$ cat src/rtl/pwm_wb_pkg.sv
// rtl/pwm_wb_pkg.sv - shared pwm_timer register map, ctrl bits and wb_cmd_master states
package pwm_wb_pkg;

    localparam logic [3:0] ADR_CTRL   = 4'h0;
    localparam logic [3:0] ADR_DIV    = 4'h1;
    localparam logic [3:0] ADR_PERIOD = 4'h2;
    localparam logic [3:0] ADR_DC     = 4'h3;

    // Ctrl register bit positions, shared with pwm_timer
    localparam int CTRL_RUN_BIT    = 1;
    localparam int CTRL_OUT_EN_BIT = 2;
    localparam int CTRL_RELOAD_BIT = 4;

    typedef enum logic [1:0] {
        ST_IDLE = 2'd0,
        ST_BUS  = 2'd1,
        ST_RESP = 2'd2
    } wb_state_t;

endpackage

$ cat src/rtl/wb_cmd_master.sv
// rtl/wb_cmd_master.sv - Wishbone classic initiator driven by a valid/ready command stream
module wb_cmd_master
    import pwm_wb_pkg::*;
#(
    parameter int ADR_W   = 4,
    parameter int DATA_W  = 16,
    parameter int TIMEOUT = 16
) (
    input  logic              i_clk,
    input  logic              i_rst_n,
    input  logic              i_cmd_valid,
    output logic              o_cmd_ready,
    input  logic              i_cmd_we,
    input  logic [ADR_W-1:0]  i_cmd_adr,
    input  logic [DATA_W-1:0] i_cmd_data,
    output logic              o_rsp_valid,
    input  logic              i_rsp_ready,
    output logic [DATA_W-1:0] o_rsp_data,
    output logic              o_rsp_err,
    output logic              o_wb_cyc,
    output logic              o_wb_stb,
    output logic              o_wb_we,
    output logic [ADR_W-1:0]  o_wb_adr,
    output logic [DATA_W-1:0] o_wb_data,
    input  logic              i_wb_ack,
    input  logic [DATA_W-1:0] i_wb_data
);

    localparam int              CNT_W   = (TIMEOUT > 0) ? $clog2(TIMEOUT + 1) : 1;
    localparam bit              TO_EN   = (TIMEOUT != 0);
    localparam logic [CNT_W-1:0] CNT_MAX = '1;
    localparam logic [CNT_W-1:0] TO_LAST = TO_EN ? CNT_W'(TIMEOUT - 1) : '0;

    wb_state_t        state;
    wb_state_t        state_nxt;
    logic [CNT_W-1:0] cnt;
    logic             accept;
    logic             ack_hit;
    logic             to_hit;
    logic             rsp_take;

    assign o_cmd_ready = (state == ST_IDLE) && i_rst_n;

    always_ff @(posedge i_clk) begin
        if (!i_rst_n) begin
            state <= ST_IDLE;
        end else begin
            state <= state_nxt;
        end
    end

    // Ack is checked first so an ack landing on the timeout edge is never an error.
    always_comb begin
        state_nxt = state;
        accept    = 1'b0;
        ack_hit   = 1'b0;
        to_hit    = 1'b0;
        rsp_take  = 1'b0;
        case (state)
            ST_IDLE: begin
                accept = i_cmd_valid && o_cmd_ready;
                if (accept) begin
                    state_nxt = ST_BUS;
                end
            end
            ST_BUS: begin
                if (i_wb_ack) begin
                    ack_hit   = 1'b1;
                    state_nxt = ST_RESP;
                end else if (TO_EN && (cnt == TO_LAST)) begin
                    to_hit    = 1'b1;
                    state_nxt = ST_RESP;
                end
            end
            ST_RESP: begin
                if (i_rsp_ready) begin
                    rsp_take  = 1'b1;
                    state_nxt = ST_IDLE;
                end
            end
            default: begin
                state_nxt = ST_IDLE;
            end
        endcase
    end

    always_ff @(posedge i_clk) begin
        if (!i_rst_n) begin
            cnt         <= '0;
            o_wb_cyc    <= 1'b0;
            o_wb_stb    <= 1'b0;
            o_wb_we     <= 1'b0;
            o_wb_adr    <= '0;
            o_wb_data   <= '0;
            o_rsp_valid <= 1'b0;
            o_rsp_data  <= '0;
            o_rsp_err   <= 1'b0;
        end else begin
            if (accept) begin
                o_wb_cyc  <= 1'b1;
                o_wb_stb  <= 1'b1;
                o_wb_we   <= i_cmd_we;
                o_wb_adr  <= i_cmd_adr;
                o_wb_data <= i_cmd_data;
                cnt       <= '0;
            end else if ((state == ST_BUS) && (cnt != CNT_MAX)) begin
                cnt <= cnt + CNT_W'(1);
            end

            if (ack_hit) begin
                o_wb_cyc    <= 1'b0;
                o_wb_stb    <= 1'b0;
                o_rsp_valid <= 1'b1;
                o_rsp_err   <= 1'b0;
                o_rsp_data  <= o_wb_we ? '0 : i_wb_data;
            end else if (to_hit) begin
                o_wb_cyc    <= 1'b0;
                o_wb_stb    <= 1'b0;
                o_rsp_valid <= 1'b1;
                o_rsp_err   <= 1'b1;
                o_rsp_data  <= '0;
            end

            if (rsp_take) begin
                o_rsp_valid <= 1'b0;
                o_rsp_err   <= 1'b0;
                o_rsp_data  <= '0;
            end
        end
    end

endmodule

$ cat config.mk
export PLATFORM = sky130hd
export DESIGN_NAME = wb_cmd_master
export DESIGN_NICKNAME = d
export VERILOG_FILES = /design/src/rtl/pwm_wb_pkg.sv /design/src/rtl/wb_cmd_master.sv
export SDC_FILE = /design/constraint.sdc
export NUM_CORES = 1
export LEC_CHECK = 0
export CAP_MARGIN = 5
export CORE_ASPECT_RATIO = 1.5
export CORE_UTILIZATION = 25
export DETAILED_ROUTE_END_ITERATION = 10
export GPL_ROUTABILITY_DRIVEN = 0
export PLACE_DENSITY = 0.57
export RECOVER_POWER = 50
export SYNTH_ARGS = -nofsm -noshare
export SYNTH_HDL_FRONTEND = slang
export SYNTH_SLANG_ARGS = --single-unit
$ cat constraint.sdc
create_clock -name i_clk -period 4.59 [get_ports i_clk]
set_clock_uncertainty 0.15 [all_clocks]
set_input_delay 0.459 -clock i_clk [delete_from_list [all_inputs] [get_ports i_clk]]
set_output_delay 0.459 -clock i_clk [all_outputs]
set_load 0.01 [all_outputs]
==> impl_metrics.env, run 1 <==
export IMPL_dp_cells=360
export IMPL_initial_core_util_pct=26.2
export IMPL_final_hold_violation_count=0
export IMPL_gr_total_overflow=0
export IMPL_met1_usage_pct=16.0
export IMPL_critPathMaxFanout=28
export IMPL_slew_headroom_pct=19.7
export IMPL_core_area_um2=6940
export IMPL_vdd_drop_max_uv=148
export IMPL_syn_nets=259
export IMPL_critPathKind="in -> out"
export IMPL_cts_inserted_buffers=5
export IMPL_cp_arrival_ns=2.70
export IMPL_final_area_um2=2820
export IMPL_pin_count=84
export IMPL_cts_hold_buf=0
export IMPL_post_route_util_pct=40.7
export IMPL_drive_gt1_share_pct=5.50
export IMPL_powerDensity_nw_per_um2=334
export IMPL_synth_seq_cells=47
export IMPL_syn2layout_area_growth_pct=55.4
export IMPL_clock_sinks=47
export IMPL_period_minus_slack_ns=3.31
export IMPL_die_area_um2=7620
export IMPL_dp_hpwl_mm=3.20
export IMPL_critPathCaptureType="primary output"
export IMPL_worstPathRequired_ns=3.98
export IMPL_fin_cells=369
export IMPL_dpl_cell_area_um2=2660
export IMPL_nNetsFinal=335
export IMPL_status="finished, violations left"
export IMPL_port_buffers=83
export IMPL_fin_crit_sh_pct=72.2
export IMPL_synth_async_reset_ratio_pct=0
export IMPL_netlist_area_um2=1820
export IMPL_drc=1
export IMPL_ys_warn_count=0
export IMPL_routed_wl_mm=4.59
export IMPL_tns_ns=0
export IMPL_root_buffer="clkbuf_8"
export IMPL_violations="design-rule violations"
export IMPL_grt_first_pass_wirelength_mm=7.67
export IMPL_rows=37
export IMPL_die_y_um=106
export IMPL_hold_path_class="reg -> reg"
export IMPL_busiest_layer="met2"
export IMPL_via_count=1695
export IMPL_n_fill_cell=708
export IMPL_rsz0062_at_grt="false"
export IMPL_gr_usage_met2_pct=20.6
export IMPL_drv_cap=0
export IMPL_die_w_um=71.6
export IMPL_routedWlPerCell_um=12.4
export IMPL_synth_yosys_seq_area_share_pct=51.8
export IMPL_grt_pass1_vias=1658
export IMPL_final_antenna_net_count=0
export IMPL_drtPass1Iterations=7
export IMPL_grt_max_degree=43
export IMPL_cts_resized=0
export IMPL_syn_avg_cell_area_um2=8.49
export IMPL_syn_inst=214
export IMPL_worst_pin_slew_ns=1.20
export IMPL_globalRouteMet3Util_pct=3.79
export IMPL_synth_edf_count=0
export IMPL_clk_pin_slew_worst_paths_ns=0.09
export IMPL_synthFlopType="dfxtp_1"
export IMPL_postCtsSetupBuffers=0
export IMPL_critPathLaunchType="input pin"
export IMPL_slew_violations=0
export IMPL_clock_latency_ns=0.30
export IMPL_antenna_found_initial=0
export IMPL_viasPerCell=4.59
export IMPL_leakage_nw=1.12
export IMPL_setup_violations=0
export IMPL_antenna_cells=0
export IMPL_grt_use_total_pct=12.8
export IMPL_r2r_setup_slack_ns=2.11
export IMPL_htree_levels=2
export IMPL_cts_tree="built"
export IMPL_fmax_mhz=302
export IMPL_yosysUniqueCellTypes=30
export IMPL_cts_buffer_depth=2
export IMPL_drtIter0Drc=108
## kinds of logic after synthesis
group | synth area share [%]
AO/OA/AOI/OAI | 18.9
XOR/XNOR | 0.964
adder cells (fa/ha/maj) | 2.07
buffers and inverters | 5.72
flip-flops | 51.8
multiplexers | 0.551
AND/OR/NAND/NOR | 20.0
## final timing paths
kind / start / to / cells after the start
hold / removal: o_wb_data[14] / o_wb_data[14] / 2
hold reg to reg: o_wb_data[14] / o_wb_data[14] / 2
setup reg to reg: cnt[0] / o_rsp_valid / 6
setup / recovery: i_rst_n / o_cmd_ready / 4
## metal layers
layer  wire, µm  share of wire [%]
met2       2200                 48
met5          0                  0
met1       1990                 43
met3        322                7.0
met4         82                1.8
## metrics by stage
step           worst slack, ns  power [mW]  hold WS (ns)
2_1_floorplan             2.72       0.512         0.298
3_3_place_gp              1.74       0.596         0.293
3_5_place_dp              1.69       0.598         0.293
4_1_cts                   1.97       0.963         0.307
5_1_grt                   1.10       0.989         0.334
6_report                  1.28       0.944         0.297
## cell usage after synthesis, drive strengths merged, types with 2 or more instances
cell type	number	area share (%)
o31ai	2	0.83
ha	3	2.1
nor2	5	1.0
a211oi	2	0.83
nand2	60	12
and4bb	3	2.1
a21oi	19	5.2
clkbuf	5	1.1
buf	12	4.2
inv	2	0.41
nor3b	4	1.9
dfxtp	47	52
xnor2	2	0.96
o21ai	38	10
## area by class of cell
class                      count  area [µm²]  area share (%)
clock buffer                   5        68.8            2.44
clock inverter                 3        67.6            2.39
inverter                       2        7.51           0.266
multi-input combinational    148         772            27.3
sequential                    47         941            33.3
tap                           78        97.6            3.46
timing repair buffer          86         870            30.8
## sequential cells by signal, indices dropped and copies added, names as in the netlist
signal       cells
o_rsp_data      16
o_wb_data       16
cnt              5
o_wb_adr         4
state            2
o_rsp_err        1
o_rsp_valid      1
o_wb_stb         1
o_wb_we          1
## power by group
group	leakage [nW]	switching (mW)	internal, mW
registers	0.384	0.0134	0.430
clock network	0.0644	0.146	0.217
logic	0.667	0.0589	0.0781
total	1.12	0.219	0.726
## worst max-delay path: stages
cell and delay, ns:
dlygate4sd3_1 0.52, clkbuf_1 0.86, nor3b_1 0.27, clkdlybuf4s50_1 0.59
## placed cells by master, fill, tap and decap left out, types with 2 or more instances in the layout
cell type        count
ha_1                 3
o31ai_1              2
nor2_1               5
xnor2_1              2
a21oi_1             19
nor3b_1              3
bufinv_16            2
nand2_1             60
a211oi_1             2
dlygate4sd3_1       42
clkdlybuf4s50_1     41
inv_1                2
clkbuf_8             5
o21ai_0             37
dfxtp_1             47
and4bb_2             2
No activity file was read; power rests on OpenSTA's default activity.
==> run 2, diff against run 1 <==
PLACE_DENSITY = 0.59   (was 0.57)
clock period = 2.73 ns   (was 4.59 ns; I/O delays follow)
==> run 2 against run 1 <==
  * The run now ends clean
  * Total power rose by 50%
  * Critical path depth fell by 1
  * Global-route usage fell by 0.35 points
  * Non-clock buffer count did not move
  * Sequential share of layout area rose by 0.63 points
  * Routed wire length fell by 2.7%
  * Sequential power rose by 68%
  * Critical path type unchanged
  * Critical endpoint unchanged
  * Largest power group unchanged
==> impl_metrics.env, run 2 (synthesis results as in run 1) <==
export IMPL_critPathLaunchType="input pin"
export IMPL_post_route_util_pct=39.9
export IMPL_fin_cells=369
export IMPL_die_y_um=106
export IMPL_cts_hold_buf=0
export IMPL_grt_use_total_pct=12.4
export IMPL_critPathMaxFanout=3
export IMPL_cp_arrival_ns=1.76
export IMPL_cts_inserted_buffers=5
export IMPL_drive_gt1_share_pct=5.50
export IMPL_drtPass1Iterations=4
export IMPL_max_stage_delay_ns=0.62
export IMPL_clock_sinks=47
export IMPL_regArea_um2=941
export IMPL_htree_levels=2
export IMPL_dp_cells=361
export IMPL_initial_core_util_pct=26.2
export IMPL_dpl_cell_area_um2=2670
export IMPL_die_w_um=71.6
export IMPL_critPathCaptureType="primary output"
export IMPL_clk_pin_slew_worst_paths_ns=0.08
export IMPL_root_buffer="clkbuf_8"
export IMPL_cts_resized=0
export IMPL_cp_slowest_cell="clkdlybuf4s50_1"
export IMPL_worst_pin_slew_ns=0.688
export IMPL_r2r_setup_slack_ns=0.83
export IMPL_path_cells="clkdlybuf4s50_1 -> nor3b_1 -> clkdlybuf4s50_1"
export IMPL_multi_input_area_um2=772
export IMPL_rsz0062_at_grt="false"
export IMPL_leakage_nw=1.10
export IMPL_grt_first_pass_wirelength_mm=7.70
export IMPL_die_area_um2=7620
export IMPL_postCtsSetupBuffers=0
export IMPL_fin_crit_sh_pct=79.8
export IMPL_setup_ws_ns=0.551
export IMPL_worstPathRequired_ns=2.31
export IMPL_tns_ns=0
export IMPL_port_buffers=83
export IMPL_status="complete, no violations"
export IMPL_syn2layout_area_growth_pct=52.5
export IMPL_period_minus_slack_ns=2.18
export IMPL_drc=0
export IMPL_crit_buf_inv=2
export IMPL_via_count=1686
export IMPL_core_area_um2=6940
export IMPL_pin_count=84
export IMPL_slew_headroom_pct=53.8
export IMPL_routed_wl_mm=4.47
export IMPL_cts_buffer_depth=2
export IMPL_clock_latency_ns=0.29
export IMPL_grt_pass1_vias=1697
export IMPL_final_area_um2=2770
export IMPL_drv_cap=0
export IMPL_cts_tree="built"
export IMPL_gr_total_overflow=0
export IMPL_fmax_mhz=459
export IMPL_rows=37
export IMPL_largest_registers="o_rsp_data x16, o_wb_data x16, cnt x5"
export IMPL_final_hold_violation_count=0
export IMPL_routedWlPerCell_um=12.1
export IMPL_hold_path_class="reg -> reg"
export IMPL_nNetsFinal=335
export IMPL_final_antenna_net_count=0
export IMPL_layout_common_cells="nand2_1 (60), dfxtp_1 (47), clkdlybuf4s50_1 (42)"
export IMPL_grt_max_degree=44
export IMPL_dpl_worst_slack_ns=0.560
export IMPL_antenna_found_initial=0
export IMPL_final_common_cell="nand2_1"
export IMPL_slew_violations=0
export IMPL_path_delay_family="buffers and inverters"
export IMPL_n_fill_cell=749
export IMPL_drtIter0Drc=94
export IMPL_viasPerCell=4.57
export IMPL_dp_hpwl_mm=3.14
export IMPL_setup_violations=0
export IMPL_vdd_drop_max_uv=203
export IMPL_critical_path_top_cell_by_count="clkdlybuf4s50_1"
export IMPL_antenna_cells=0
export IMPL_powerDensity_nw_per_um2=512
export IMPL_critPathKind="in -> out"
## run 2: per-stage QoR
stage               hold WS [ns]  power (mW)
finish                     0.305        1.42
global route               0.325        1.50
floorplan                  0.219       0.860
CTS                        0.313        1.46
global placement           0.293        1.00
detailed placement         0.302        1.01
## run 2: layer usage
layer | routed length [µm] | vias up | track usage (%)
met5 | 0 | - | 0
met1 | 1970 | 745 | 14.5
met4 | 46 | 0 | 3.92
li1 | - | 869 | -
met2 | 2110 | 66 | 21.1
met3 | 345 | 6 | 4.36
## run 2: final timing paths
check	from	end	cells past startpoint
min	o_wb_adr[0]	o_wb_adr[0]	2
min reg2reg	o_wb_adr[0]	o_wb_adr[0]	2
max reg2reg	cnt[0]	o_rsp_data[10]	7
max	i_rst_n	o_cmd_ready	3
## run 2: report_power, final
group	switching [mW]	leakage, nW	internal [mW]
combinational	0.0967	0.663	0.129
clock	0.217	0.0515	0.231
sequential	0.0231	0.384	0.723
## run 2: worst reg2reg max path, cell delays in order (launching register included)
cell and delay (ns):
dfxtp_1 0.34, ha_1 0.21, and3_1 0.21, ha_1 0.20, nor2_1 0.22, buf_4 0.25, o21ai_0 0.09, a21oi_1 0.16
## run 2: cell type report
| class | count | share of cell area (%) |
|---|---|---|
| inverter | 2 | 0.271 |
| clock buffer | 8 | 3.61 |
| timing repair buffer | 86 | 30.8 |
| sequential | 47 | 34.0 |
| tap | 78 | 3.52 |
| multi-input combinational | 148 | 27.9 |
